==> src/rtl/comp_ll_arb.sv <==
// rtl/comp_ll_arb.sv - frame arbiter sharing one comp engine local-link pair between two DMA channels
module comp_ll_arb #(
    parameter int TAG_DEPTH = 4,
    parameter int TAG_AW    = 2
) (
    input  logic              CPMDMALLCLK,
    input  logic              DMALLRSTENGINEACK,
    input  logic [31:0]       S0_TXD,
    input  logic [3:0]        S0_TXREM,
    input  logic              S0_TXSOFN,
    input  logic              S0_TXEOFN,
    input  logic              S0_TXSOPN,
    input  logic              S0_TXEOPN,
    input  logic              S0_TXSRCRDYN,
    output logic              S0_TXDSTRDYN,
    input  logic [31:0]       S1_TXD,
    input  logic [3:0]        S1_TXREM,
    input  logic              S1_TXSOFN,
    input  logic              S1_TXEOFN,
    input  logic              S1_TXSOPN,
    input  logic              S1_TXEOPN,
    input  logic              S1_TXSRCRDYN,
    output logic              S1_TXDSTRDYN,
    output logic [31:0]       E_TXD,
    output logic [3:0]        E_TXREM,
    output logic              E_TXSOFN,
    output logic              E_TXEOFN,
    output logic              E_TXSOPN,
    output logic              E_TXEOPN,
    output logic              E_TXSRCRDYN,
    input  logic              E_TXDSTRDYN,
    input  logic [31:0]       E_RXD,
    input  logic [3:0]        E_RXREM,
    input  logic              E_RXSOFN,
    input  logic              E_RXEOFN,
    input  logic              E_RXSOPN,
    input  logic              E_RXEOPN,
    input  logic              E_RXSRCRDYN,
    output logic              E_RXDSTRDYN,
    output logic [31:0]       S0_RXD,
    output logic [3:0]        S0_RXREM,
    output logic              S0_RXSOFN,
    output logic              S0_RXEOFN,
    output logic              S0_RXSOPN,
    output logic              S0_RXEOPN,
    output logic              S0_RXSRCRDYN,
    input  logic              S0_RXDSTRDYN,
    output logic [31:0]       S1_RXD,
    output logic [3:0]        S1_RXREM,
    output logic              S1_RXSOFN,
    output logic              S1_RXEOFN,
    output logic              S1_RXSOPN,
    output logic              S1_RXEOPN,
    output logic              S1_RXSRCRDYN,
    input  logic              S1_RXDSTRDYN,
    output logic [TAG_AW:0]   TAG_CNT,
    output logic              GNT_ID
);

    typedef enum logic {TX_IDLE, TX_XFER} tx_state_t;
    typedef enum logic {RX_IDLE, RX_ROUTE} rx_state_t;

    localparam logic [TAG_AW:0] CNT_FULL = (TAG_AW+1)'(TAG_DEPTH);
    localparam logic [TAG_AW:0] CNT_ONE  = (TAG_AW+1)'(1);

    tx_state_t          tx_state, tx_state_nxt;
    rx_state_t          rx_state, rx_state_nxt;
    logic               gnt_id;
    logic               tag_mem [TAG_DEPTH];
    logic [TAG_AW-1:0]  wr_ptr, rd_ptr;
    logic [TAG_AW:0]    tag_cnt;

    logic req0, req1, fifo_full, grant, win;
    logic sel_srcrdyn, sel_eofn, tx_beat, tx_done;
    logic head, rx_beat, rx_done, sel_rxdstrdyn;

    assign req0      = !S0_TXSRCRDYN && !S0_TXSOFN;
    assign req1      = !S1_TXSRCRDYN && !S1_TXSOFN;
    assign fifo_full = (tag_cnt == CNT_FULL);
    assign grant     = (tx_state == TX_IDLE) && (req0 || req1) && !fifo_full;
    // On a tie the channel that did not hold the last grant wins.
    assign win       = (req0 && req1) ? ~gnt_id : req1;

    assign sel_srcrdyn = gnt_id ? S1_TXSRCRDYN : S0_TXSRCRDYN;
    assign sel_eofn    = gnt_id ? S1_TXEOFN    : S0_TXEOFN;
    assign tx_beat     = (tx_state == TX_XFER) && !sel_srcrdyn && !E_TXDSTRDYN;
    assign tx_done     = tx_beat && !sel_eofn;

    // Head tag is stable through ROUTE because it is only popped on the EOF beat.
    assign head          = tag_mem[rd_ptr];
    assign sel_rxdstrdyn = head ? S1_RXDSTRDYN : S0_RXDSTRDYN;
    assign rx_beat       = (rx_state == RX_ROUTE) && !E_RXSRCRDYN && !sel_rxdstrdyn;
    assign rx_done       = rx_beat && !E_RXEOFN;

    always_ff @(posedge CPMDMALLCLK or posedge DMALLRSTENGINEACK) begin
        if (DMALLRSTENGINEACK) begin
            tx_state <= TX_IDLE;
            rx_state <= RX_IDLE;
            gnt_id   <= 1'b1;
            wr_ptr   <= '0;
            rd_ptr   <= '0;
            tag_cnt  <= '0;
            for (int i = 0; i < TAG_DEPTH; i++) tag_mem[i] <= 1'b0;
        end else begin
            tx_state <= tx_state_nxt;
            rx_state <= rx_state_nxt;
            if (grant) begin
                gnt_id          <= win;
                tag_mem[wr_ptr] <= win;
                wr_ptr          <= wr_ptr + TAG_AW'(1);
            end
            if (rx_done) rd_ptr <= rd_ptr + TAG_AW'(1);
            if (grant && !rx_done)      tag_cnt <= tag_cnt + CNT_ONE;
            else if (!grant && rx_done) tag_cnt <= tag_cnt - CNT_ONE;
        end
    end

    always_comb begin
        tx_state_nxt = tx_state;
        rx_state_nxt = rx_state;
        case (tx_state)
            TX_IDLE: if (grant)   tx_state_nxt = TX_XFER;
            TX_XFER: if (tx_done) tx_state_nxt = TX_IDLE;
            default:              tx_state_nxt = TX_IDLE;
        endcase
        case (rx_state)
            RX_IDLE:  if (tag_cnt != '0) rx_state_nxt = RX_ROUTE;
            RX_ROUTE: if (rx_done)       rx_state_nxt = RX_IDLE;
            default:                     rx_state_nxt = RX_IDLE;
        endcase
    end

    always_comb begin
        S0_TXDSTRDYN = 1'b1;
        S1_TXDSTRDYN = 1'b1;
        E_TXD        = '0;
        E_TXREM      = '0;
        E_TXSOFN     = 1'b1;
        E_TXEOFN     = 1'b1;
        E_TXSOPN     = 1'b1;
        E_TXEOPN     = 1'b1;
        E_TXSRCRDYN  = 1'b1;
        if (tx_state == TX_XFER) begin
            if (gnt_id) begin
                E_TXD        = S1_TXD;
                E_TXREM      = S1_TXREM;
                E_TXSOFN     = S1_TXSOFN;
                E_TXEOFN     = S1_TXEOFN;
                E_TXSOPN     = S1_TXSOPN;
                E_TXEOPN     = S1_TXEOPN;
                E_TXSRCRDYN  = S1_TXSRCRDYN;
                S1_TXDSTRDYN = E_TXDSTRDYN;
            end else begin
                E_TXD        = S0_TXD;
                E_TXREM      = S0_TXREM;
                E_TXSOFN     = S0_TXSOFN;
                E_TXEOFN     = S0_TXEOFN;
                E_TXSOPN     = S0_TXSOPN;
                E_TXEOPN     = S0_TXEOPN;
                E_TXSRCRDYN  = S0_TXSRCRDYN;
                S0_TXDSTRDYN = E_TXDSTRDYN;
            end
        end
    end

    always_comb begin
        E_RXDSTRDYN  = 1'b1;
        S0_RXD       = '0;
        S0_RXREM     = '0;
        S0_RXSOFN    = 1'b1;
        S0_RXEOFN    = 1'b1;
        S0_RXSOPN    = 1'b1;
        S0_RXEOPN    = 1'b1;
        S0_RXSRCRDYN = 1'b1;
        S1_RXD       = '0;
        S1_RXREM     = '0;
        S1_RXSOFN    = 1'b1;
        S1_RXEOFN    = 1'b1;
        S1_RXSOPN    = 1'b1;
        S1_RXEOPN    = 1'b1;
        S1_RXSRCRDYN = 1'b1;
        if (rx_state == RX_ROUTE) begin
            E_RXDSTRDYN = sel_rxdstrdyn;
            if (head) begin
                S1_RXD       = E_RXD;
                S1_RXREM     = E_RXREM;
                S1_RXSOFN    = E_RXSOFN;
                S1_RXEOFN    = E_RXEOFN;
                S1_RXSOPN    = E_RXSOPN;
                S1_RXEOPN    = E_RXEOPN;
                S1_RXSRCRDYN = E_RXSRCRDYN;
            end else begin
                S0_RXD       = E_RXD;
                S0_RXREM     = E_RXREM;
                S0_RXSOFN    = E_RXSOFN;
                S0_RXEOFN    = E_RXEOFN;
                S0_RXSOPN    = E_RXSOPN;
                S0_RXEOPN    = E_RXEOPN;
                S0_RXSRCRDYN = E_RXSRCRDYN;
            end
        end
    end

    assign TAG_CNT = tag_cnt;
    assign GNT_ID  = gnt_id;

endmodule

==> config.mk <==
export PLATFORM = sky130hd
export DESIGN_NAME = comp_ll_arb
export DESIGN_NICKNAME = d
export VERILOG_FILES = /design/src/rtl/comp_ll_arb.sv
export SDC_FILE = /design/constraint.sdc
export NUM_CORES = 1
export LEC_CHECK = 0
export CAP_MARGIN = 25
export CORE_AREA = 2 2 99 101
export CTS_BUF_LIST = sky130_fd_sc_hd__clkbuf_4 sky130_fd_sc_hd__clkbuf_8 sky130_fd_sc_hd__clkbuf_16
export DETAILED_ROUTE_END_ITERATION = 7
export DIE_AREA = 0 0 101 103
export GPL_TIMING_DRIVEN = 1
export PLACE_DENSITY = 0.71
export SLEW_MARGIN = 10
export SYNTH_ARGS = -nofsm -noshare
export SYNTH_HDL_FRONTEND = slang
export SYNTH_SLANG_ARGS = --single-unit
==> constraint.sdc <==
create_clock -name CPMDMALLCLK -period 6 [get_ports CPMDMALLCLK]
set_input_delay 1.5 -clock CPMDMALLCLK [delete_from_list [all_inputs] [get_ports CPMDMALLCLK]]
set_output_delay 1.5 -clock CPMDMALLCLK [all_outputs]
set_load 0.01 [all_outputs]
-- After elaboration in Yosys (flattened, before gate mapping)
Cells that the tools add are included.
- $add $sub $neg: 4
- $lt $le $gt $ge: 3
- eq/ne operators: 1
- multiplexer cells: 63
- bitwise logic cells: 5
- reductions and logical operators: 30
- operator list (cell ; count):
    $mux 32 ; 6
    $mux 1 ; 44
    $mux 4 ; 6
    $logic_and 1x1->1 ; 14
    $logic_not 1->1 ; 13
    $ge 3x3->1 const B ; 2
    $mux 3 ; 2
    $not 2->3 ; 2
    $add 2x1->2 const B ; 2
    $bwmux 4 ; 1
    $pmux 1 s2 ; 2
    $add 3x1->3 const B ; 1
    $eq 3x3->1 const B ; 1
    $lt 3x1->1 const B ; 1
    $not 1->1 ; 3
    $reduce_bool 3->1 ; 1
    $sub 3x1->3 const B ; 1
    $bmux 1 s2 ; 1
    $demux 1 s2 ; 1
    $reduce_bool 2->1 ; 1
    $logic_or 1x1->1 ; 1
- flip-flop bits (word level): 14
- bits of input ports: 128
- output and inout bits: 130
- word-level logic and storage cells: 116

-- Depth between registers and ports, before layout
Gate-level depths: netlist (run 1).
- depth after elaboration: 11
- mapped depth: 10
- gate-level depth less buffers: 10

-- Worst setup path before layout (run 1)
OpenSTA, ideal clock, no wires.
- path type: in2out
- from: in S0_RXDSTRDYN
- to: out E_RXDSTRDYN
- data arrival time: 1943 ps
- data required time: 4500 ps
- path slack: 2557 ps
- cell stages on the path: 3
- buffers on the path: 0
- path through: mux2i_1 -> mux2_2 -> nand2_1
- cells in the longest elaborated chain, start to end: 2
- ends and longest elaborated chain (element ; RTL line ; RTL):
    start, declared ; 47 ; input logic S0_RXDSTRDYN,
    $mux 1 ; 91 ; assign sel_rxdstrdyn = head ? S1_RXDSTRDYN : S0_RXDSTRDYN;
    $mux 1 ; 182 ; if (rx_state == RX_ROUTE) begin
    end, declared ; 39 ; output logic E_RXDSTRDYN,
Every way passes these cells.

-- Worst setup path after layout (run 1)
Ends and elaborated chain as after synthesis.

==> impl_metrics.csv, run 1 <==
group,metric,value,unit
synthesis,yosysSeqAreaShare,0.1754,
timing,fin_tns_setup,0,ns
worst_setup_path,crit_fanout,3,
placed_design,io_buffers,257,
finish,diodes,0,
synthesis,synth.ff_latch_count,14,
min_path,hold_start,"tag_mem[3]",
finish,fin_util,0.4985,
placed_design,dp_hpwl,7.677,mm
clock_tree,clockBufferDepth,2,
synthesis,yosysWarnings,0,
finish,area_growth,135.3,%
synthesis,synth-async-reset-ratio,1.000,
floorplan,rows,36,
drt,detail_route.wl_per_cell,13.91,um
clock_tree,ctsHoldBuffers,0,
worst_setup_path,crit_path_frequent_cell,"clkdlybuf4s50_1",
worst_setup_path,critPathRequiredTime,4.50,ns
drt,drc,0,
timing,setup_viol,0,
synthesis,synth_flop_cell,"dfrtp_1",
clock_tree,post_cts_resized,0,
worst_setup_path,reg2reg_from,"rx_state",
synthesis,synth_cells,299,
finish,nets,677,
drt,detail_route.wirelength,9.126,mm
clock_tree,root_buffer,"clkbuf_8",
worst_setup_path,crit_type,"input port to output port",
timing,hold_viol_final,0,
power_and_ir_drop,ir_worst_vdd,0.0002083,V
clock_tree,htree_levels,1,
floorplan,die-area,10400,um^2
run,maxCapViolCount,0,
global_route,grt_pass1_vias,2706,
finish,seq_area,351.6,um^2
outcome,status,"finished, final reports clean",
drt,vias,2875,
global_route,grt_pass1_wl,13.37,mm
floorplan,ios,258,
global_route,antenna_found_initial,0,
floorplan,die_h,103,um
finish,stdcell_count,656,
placed_design,place_area,4661,um^2
finish,final_area,4716,um^2
min_path,hp-class,"register to register",
floorplan,coreArea,9459,um^2
synthesis,yosysUniqueCellTypes,29,
worst_setup_path,cp_slowest_cell,"clkdlybuf4s50_1",
clock_tree,clock_sinks,14,
timing,maxSlewViolCount,0,
finish,final_common_cell,"clkdlybuf4s50_1",
clock_tree,cts_made_buffers,3,
timing,rsz0062_at_grt,"false",
timing,layout_min_cycle_time,4.463,ns
clock_tree,clkSlewWorstSetupHoldPaths,0.05,ns
floorplan,start_util,0.2119,
timing,fin_skew,0.0005145,ns
worst_setup_path,arrival,2.96,ns
drt,initialDrtViolationCount,83,
timing,slew_headroom,0.5484,
finish,drive_above_1_share,0.02952,
worst_setup_path,setup.worst_path.end_class,"output port",
synthesis,syn-cell-area,2004,um^2
drt,via_per_inst,4.383,
placed_design,gp_congestion,0.7789,
power_and_ir_drop,p_leak,1.990,nW
worst_setup_path,start_kind,"input port",
power_and_ir_drop,power_density,445.6,nW/um^2
worst_setup_path,cpPeakStageDelay,0.53,ns
timing,fin_crit_sh,0.7438,
timing,hold_ws,0.4842,ns
clock_tree,clk_latency,0.24,ns
synthesis,syn_area_per_cell,6.704,um^2
worst_setup_path,worstPathCellList,"clkdlybuf4s50_1, mux2i_1, mux2_2, nand2_1, clkdlybuf4s50_1",
placed_design,dp_cells,652,
timing,worst_pin_slew,0.6774,ns
worst_setup_path,startpoint,"S0_RXDSTRDYN",
synthesis,syn_nets,433,
drt,firstDrtPassIters,4,
global_route,track_usage,0.1590,
drt,antenna_left,0,
floorplan,die_w,101,um
global_route,grt_max_degree,48,
finish,num-fill-cells,885,
clock_tree,cts_tree,"built",
global_route,grt_overflow_total,0,
clock_tree,post_cts_buffers,0,
timing,fmax,224.1,MHz
finish,multi_input_comb_area,1534,um^2
finish,final_cell_mix,"clkdlybuf4s50_1 (257), nor2_1 (76), nand2_1 (60)",
synthesis,synth_edf_count,0,
-- area by class of cell --
cell class	instances	area share
clock buffer	4	0.01167
inverter	6	0.004776
multi-input combinational	256	0.3253
sequential	14	0.07456
tap	114	0.03025
timing repair buffer	262	0.5535
-- synthesized netlist by cell type (2+ instances only) --
cell type  number  share of area
a21oi_1         3         0.0075
buf_2           8          0.020
clkbuf_1       13          0.024
dfrtp_1        13           0.16
ha_1            5          0.031
inv_1           6          0.011
mux2_1          4          0.022
mux2_2          3          0.017
mux2i_1        44           0.22
nand2_1        60           0.11
nand3_1         2         0.0050
nor2_1         76           0.14
nor2b_1        42           0.13
o21ai_0         2         0.0050
xnor2_1         2         0.0087
xor2_1          3          0.013
-- flip-flops by register name, summed over array words and instances, names as in the netlist --
signal	flops
GNT_ID	1
TAG_CNT	3
tx_state	1
tag_mem	4
rd_ptr	2
wr_ptr	2
rx_state	1
-- worst paths after layout --
| path | end | slack [ns] | cells after the start |
|---|---|---|---|
| hold / removal | tag_mem[3] | 0.48 | 1 |
| max in group asynchronous | GNT_ID | 4.04 | 2 |
| setup reg to reg | TAG_CNT[1] | 3.37 | 8 |
| min in group asynchronous | tag_mem[3] | 1.60 | 2 |
| setup / recovery | E_RXDSTRDYN | 1.54 | 5 |
| hold reg to reg | tag_mem[3] | 0.48 | 1 |
-- cell families after synthesis --
logic type,synth area share
AND/OR/NAND/NOR,0.4001
multiplexers,0.2590
buffers and inverters,0.06117
flip-flops,0.1754
AO/OA/AOI/OAI,0.04120
adder cells (fa/ha/maj),0.04120
XOR/XNOR,0.02185
-- where the power goes --
group          internal [mW]  switching, mW
clock                 0.0581         0.0318
sequential             0.141         0.0715
combinational          0.993          0.806
-- stage by stage --
step	total power, mW	worst slack (ns)
floorplan	1.057	2.557
global placement	2.012	1.546
detailed placement	2.030	1.533
CTS	2.128	1.533
global route	2.267	1.466
finish	2.101	1.537
-- critical path, delay by kind of cell --
kind / cells / cell delay (ns)
buf+inv: 2 / 1.01
mux: 2 / 0.38
simple gates: 1 / 0.07
-- per-layer routing --
metal | routed length, um | share of wire | GRT usage
met1 | 3491 | 0.38 | 0.1855
met4 | 34 | 0.0037 | 0.01455
met2 | 4898 | 0.54 | 0.3067
met5 | 0 | 0 | 0
met3 | 701 | 0.077 | 0.03661
(Power assumes the default switching activity.)
==> inputs of run 2 (changes only) <==
--- a/config.mk
+++ b/config.mk
@@ -6,12 +6,12 @@
 export NUM_CORES = 1
 export LEC_CHECK = 0
 export CAP_MARGIN = 25
-export CORE_AREA = 2 2 99 101
+export CORE_AREA = 2 2 100 102
 export CTS_BUF_LIST = sky130_fd_sc_hd__clkbuf_4 sky130_fd_sc_hd__clkbuf_8 sky130_fd_sc_hd__clkbuf_16
 export DETAILED_ROUTE_END_ITERATION = 7
-export DIE_AREA = 0 0 101 103
+export DIE_AREA = 0 0 102 104
 export GPL_TIMING_DRIVEN = 1
-export PLACE_DENSITY = 0.71
+export PLACE_DENSITY = 0.73
 export SLEW_MARGIN = 10
 export SYNTH_ARGS = -nofsm -noshare
 export SYNTH_HDL_FRONTEND = slang
==> constraint.sdc (replaced) <==
create_clock -name CPMDMALLCLK -period 3.85 [get_ports CPMDMALLCLK]
set_input_delay 0.9625 -clock CPMDMALLCLK [delete_from_list [all_inputs] [get_ports CPMDMALLCLK]]
set_output_delay 0.9625 -clock CPMDMALLCLK [all_outputs]
set_load 0.01 [all_outputs]
==> impl_metrics.csv, run 2 (synthesized netlist as in run 1, its figures left out) <==
group,metric,value,unit
drt,vias,2898,
timing,slew_headroom,0.4106,
placed_design,io_buffers,257,
power_and_ir_drop,power_density,693.5,nW/um^2
finish,final_cell_mix,"clkdlybuf4s50_1 (257), nor2_1 (76), nand2_1 (60)",
placed_design,dp_cells,675,
worst_setup_path,worstPathCellList,"clkdlybuf4s50_1, mux2i_1, mux2_2, nand2_1, clkdlybuf4s50_1",
timing,maxSlewViolCount,0,
timing,setup_viol,0,
timing,hold_viol_final,0,
timing,worst_pin_slew,0.8841,ns
power_and_ir_drop,ir_worst_vdd,0.0003446,V
outcome,status,"finished, final reports clean",
clock_tree,cts_tree,"built",
global_route,antenna_found_initial,0,
placed_design,place_area,4715,um^2
drt,drc,0,
drt,antenna_left,0,
worst_setup_path,reg2reg_to,"TAG_CNT[1]",
clock_tree,root_buffer,"clkbuf_8",
clock_tree,clockBufferDepth,2,
drt,detail_route.wirelength,9.221,mm
timing,layout_min_cycle_time,3.417,ns
finish,final_common_cell,"clkdlybuf4s50_1",
clock_tree,post_cts_resized,0,
drt,via_per_inst,4.268,
clock_tree,cts_made_buffers,3,
worst_setup_path,cpPeakStageDelay,0.54,ns
clock_tree,ctsHoldBuffers,0,
global_route,grt_max_degree,42,
finish,nets,681,
finish,area_growth,138.0,%
drt,detail_route.wl_per_cell,13.58,um
power_and_ir_drop,p_leak,2.009,nW
worst_setup_path,ff2ff_setup_slack,1.08,ns
floorplan,ios,258,
run,maxCapViolCount,0,
worst_setup_path,crit_fanout,3,
timing,fin_crit_sh,0.8874,
finish,largest_register_ffs,4,
min_path,hp-class,"register to register",
worst_setup_path,start_kind,"input port",
finish,num-fill-cells,906,
drt,initialDrtViolationCount,64,
worst_setup_path,r2r_cells,8,
finish,stdcell_count,679,
clock_tree,clkSlewWorstSetupHoldPaths,0.06,ns
drt,top_layer,"met4",
clock_tree,clock_sinks,14,
placed_design,post-place-ws,0.4282,ns
global_route,track_usage,0.1628,
min_path,hold_start,"tag_mem[2]",
timing,rsz0062_at_grt,"false",
worst_setup_path,worst-path-buf-inv,2,
global_route,grt_pass1_wl,14.08,mm
timing,hold_ws,0.4948,ns
worst_setup_path,crit_path_frequent_cell,"clkdlybuf4s50_1",
clock_tree,htree_levels,1,
placed_design,gp_congestion,0.7930,
min_path,hold_depth,1,
worst_setup_path,path_delay_family,"buffers and inverters",
floorplan,die_w,102,um
clock_tree,post_cts_buffers,0,
floorplan,die_h,104,um
global_route,grt_overflow_total,0,
worst_setup_path,setup.worst_path.end_class,"output port",
worst_setup_path,critPathRequiredTime,2.89,ns
finish,fin_util,0.4995,
finish,drive_above_1_share,0.03663,
power_and_ir_drop,finalPower,3.308,mW
timing,postLayoutSetupSlackWorst,0.4333,ns
floorplan,start_util,0.2099,
min_path,whs_endpoint,"tag_mem[2]",
global_route,grt_pass1_vias,2846,
finish,diodes,0,
drt,wl_met2,4.804,mm
finish,regMostFlops,"tag_mem",
clock_tree,clk_latency,0.25,ns
worst_setup_path,cp_slowest_cell,"clkdlybuf4s50_1",
floorplan,die-area,10610,um^2
timing,fmax,292.7,MHz
placed_design,dp_hpwl,7.737,mm
drt,wl_met1,3.479,mm
worst_setup_path,arrival,2.45,ns
floorplan,coreArea,9549,um^2
timing,fin_skew,0.003855,ns
timing,fin_tns_setup,0,ns
drt,route.met3.wl,771,um
worst_setup_path,reg2reg_from,"rx_state",
worst_setup_path,crit_type,"input port to output port",
finish,final_area,4770,um^2
floorplan,rows,36,
drt,firstDrtPassIters,4,
-- run 2: changes by cell type in the layout (fill, tap and decap cells not counted) --
cell | previous run | this run
buf_4 | 5 | 9
-- run 2: power breakdown --
part / leakage (nW) / internal [mW] / switching [mW]
logic: 1.81 / 1.57 / 1.22
clock network: 0.0288 / 0.0906 / 0.0511
registers: 0.166 / 0.219 / 0.161
-- run 2: worst max path at each step --
stage / startpoint / to / slack [ns] / cells past startpoint
floorplan: S0_TXSRCRDYN / TAG_CNT[2] / 1.17 / 8
global route: S0_RXDSTRDYN / E_RXDSTRDYN / 0.38 / 5
CTS: S0_RXDSTRDYN / E_RXDSTRDYN / 0.43 / 5
global placement: S0_RXDSTRDYN / E_RXDSTRDYN / 0.47 / 5
detailed placement: S0_RXDSTRDYN / E_RXDSTRDYN / 0.43 / 5
finish: S0_RXDSTRDYN / E_RXDSTRDYN / 0.43 / 5
-- run 2: final cells by class --
type / instances / area, um^2 / share of cell area
tap: 133 / 166.4 / 0.03489
multi-input combinational: 256 / 1534 / 0.3216
sequential: 14 / 351.6 / 0.07371
inverter: 6 / 22.52 / 0.004722
clock buffer: 4 / 55.05 / 0.01154
timing repair buffer: 266 / 2640 / 0.5535
-- run 2: per-layer routing --
metal,global-route usage,vias to the layer above
met2,0.3116,129
met5,0,-
met3,0.03763,12
met1,0.1764,1312
li1,-,1445
met4,0.03714,0
==> inputs of run 3 (changes only) <==
--- a/config.mk
+++ b/config.mk
@@ -6,12 +6,12 @@
 export NUM_CORES = 1
 export LEC_CHECK = 0
 export CAP_MARGIN = 25
-export CORE_AREA = 2 2 100 102
+export CORE_AREA = 2 2 99 101
 export CTS_BUF_LIST = sky130_fd_sc_hd__clkbuf_4 sky130_fd_sc_hd__clkbuf_8 sky130_fd_sc_hd__clkbuf_16
 export DETAILED_ROUTE_END_ITERATION = 7
-export DIE_AREA = 0 0 102 104
+export DIE_AREA = 0 0 101 103
 export GPL_TIMING_DRIVEN = 1
-export PLACE_DENSITY = 0.73
+export PLACE_DENSITY = 0.71
 export SLEW_MARGIN = 10
 export SYNTH_ARGS = -nofsm -noshare
 export SYNTH_HDL_FRONTEND = slang
==> constraint.sdc (replaced) <==
create_clock -name CPMDMALLCLK -period 3.8 [get_ports CPMDMALLCLK]
set_input_delay 0.95 -clock CPMDMALLCLK [delete_from_list [all_inputs] [get_ports CPMDMALLCLK]]
set_output_delay 0.95 -clock CPMDMALLCLK [all_outputs]
set_load 0.01 [all_outputs]
==> impl_metrics.csv, run 3 (synthesized netlist as in run 1, its figures left out) <==
group,metric,value,unit
power_and_ir_drop,comb_power_share,0.846,
timing,fin_tns_setup,0,ns
clock_tree,cts_tree,"built",
worst_setup_path,arrival,2.55,ns
finish,nets,679,
worst_setup_path,start_kind,"register",
placed_design,io_buffers,257,
global_route,met2_usage,0.2979,
global_route,grt_max_degree,42,
global_route,grt_overflow_total,0,
drt,antenna_left,0,
clock_tree,root_buffer,"clkbuf_8",
drt,initialDrtViolationCount,80,
placed_design,dp_hpwl,7.813,mm
finish,drive_above_1_share,0.03309,
worst_setup_path,ff2ff_setup_slack,1.07,ns
timing,rsz0062_at_grt,"false",
outcome,status,"finished, final reports clean",
clock_tree,post_cts_buffers,0,
timing,fin_crit_sh,0.9209,
timing,fmax,285.7,MHz
timing,hold_viol_final,0,
clock_tree,clockBufferDepth,2,
clock_tree,cts_made_buffers,3,
power_and_ir_drop,p_leak,2.018,nW
power_and_ir_drop,finalPower,3.380,mW
worst_setup_path,reg2reg_to,"TAG_CNT[1]",
timing,layout_min_cycle_time,3.500,ns
clock_tree,ctsHoldBuffers,0,
timing,setup_viol,0,
power_and_ir_drop,power_density,707.8,nW/um^2
floorplan,start_util,0.2119,
floorplan,die_h,103,um
worst_setup_path,setup.worst_path.end_class,"output port",
floorplan,coreArea,9459,um^2
placed_design,place_area,4721,um^2
worst_setup_path,reg2reg_from,"rx_state",
finish,final_cell_mix,"clkdlybuf4s50_1 (257), nor2_1 (76), nand2_1 (60)",
global_route,busiest_layer,"met2",
worst_setup_path,crit_type,"register to output port",
drt,vias,2861,
clock_tree,htree_levels,1,
worst_setup_path,critPathRequiredTime,2.85,ns
run,maxCapViolCount,0,
finish,regMostFlops,"tag_mem",
drt,drc,0,
drt,detail_route.wl_per_cell,13.98,um
clock_tree,clk_latency,0.24,ns
drt,detail_route.wirelength,9.197,mm
finish,final_area,4776,um^2
floorplan,rows,36,
global_route,grt_pass1_wl,13.27,mm
clock_tree,post_cts_resized,0,
worst_setup_path,crit_fanout,20,
timing,fin_skew,0.002792,ns
power_and_ir_drop,ir_worst_vdd,0.0003589,V
global_route,met1_usage,0.1706,
timing,worst_pin_slew,0.8110,ns
finish,diodes,0,
clock_tree,clkSlewWorstSetupHoldPaths,0.06,ns
floorplan,die-area,10400,um^2
floorplan,ios,258,
global_route,track_usage,0.1592,
power_and_ir_drop,power.internal,1.935,mW
drt,firstDrtPassIters,4,
finish,final_common_cell,"clkdlybuf4s50_1",
min_path,hold_start,"tag_mem[1]",
global_route,grt_pass1_vias,2724,
global_route,antenna_found_initial,0,
floorplan,die_w,101,um
finish,largest_register_ffs,4,
clock_tree,clock_sinks,14,
min_path,hp-class,"register to register",
worst_setup_path,startpoint,"rd_ptr[1]",
worst_setup_path,critPathCapture,"S1_RXD[1]",
power_and_ir_drop,clock_power_share,0.042,
timing,slew_headroom,0.4593,
placed_design,gp_congestion,0.7959,
power_and_ir_drop,power.switching,1.445,mW
power_and_ir_drop,p_seq_frac,0.111,
timing,maxSlewViolCount,0,
power_and_ir_drop,swShare,0.4275,
drt,via_per_inst,4.348,
worst_setup_path,r2r_cells,8,
finish,area_growth,138.3,%
global_route,use_met3,0.04814,
==> run 3: cell count changes in the layout (fill, tap and decap cells not counted), sizes merged <==
| cell | before | now |
|---|---|---|
| buf | 9 | 7 |
==> run 3: area by class of cell <==
cell class	instances	area, um^2
Multi-Input combinational cell	256	1534
Timing Repair Buffer	264	2670
Fill cell	901	4683
Tap cell	114	142.6
Clock buffer	4	55.05
Sequential cell	14	351.6
Inverter	6	22.52
==> run 3: per-stage QoR <==
stage               setup WS [ns]    util  hold slack (ns)  std cells
floorplan                   1.129       -           0.4585        299
global placement           0.4305  0.4962           0.4850        653
detailed placement         0.4261  0.4991           0.4797        654
CTS                        0.2723  0.5049           0.4933        658
global route               0.1599  0.5049           0.5098        658
finish                     0.3004  0.5049           0.4895        658
==> run 3: worst min-delay path by stage <==
stage / to / slack [ns] / cells past startpoint
floorplan: tag_mem[1] / 0.46 / 1
detailed placement: tag_mem[1] / 0.48 / 1
CTS: tag_mem[1] / 0.49 / 1
global placement: tag_mem[1] / 0.48 / 1
global route: tag_mem[1] / 0.51 / 1
finish: tag_mem[1] / 0.49 / 1
==> run 3: routing by layer <==
layer	wire [um]	vias to the layer above
met5	0	-
met4	206	0
met3	817	16
met2	4789	133
met1	3383	1278
li1	-	1434
==> run 3: power groups by stage <==
stage                     clock (mW)  sequential (mW)  combinational [mW]
after floorplan                    0            0.291                1.38
after global placement             0            0.400                2.80
after detailed placement           0            0.377                2.88
after CTS                      0.148            0.377                2.90
after global routing           0.154            0.399                3.09
final                          0.143            0.376                2.86
==> run 3: critical path, cell delays in order, from the launching register on <==
cell             delay (ns)
dfrtp_1                0.40
mux2_2                 0.39
o21ai_2                0.64
buf_4                  0.32
nor2_1                 0.07
clkdlybuf4s50_1        0.48
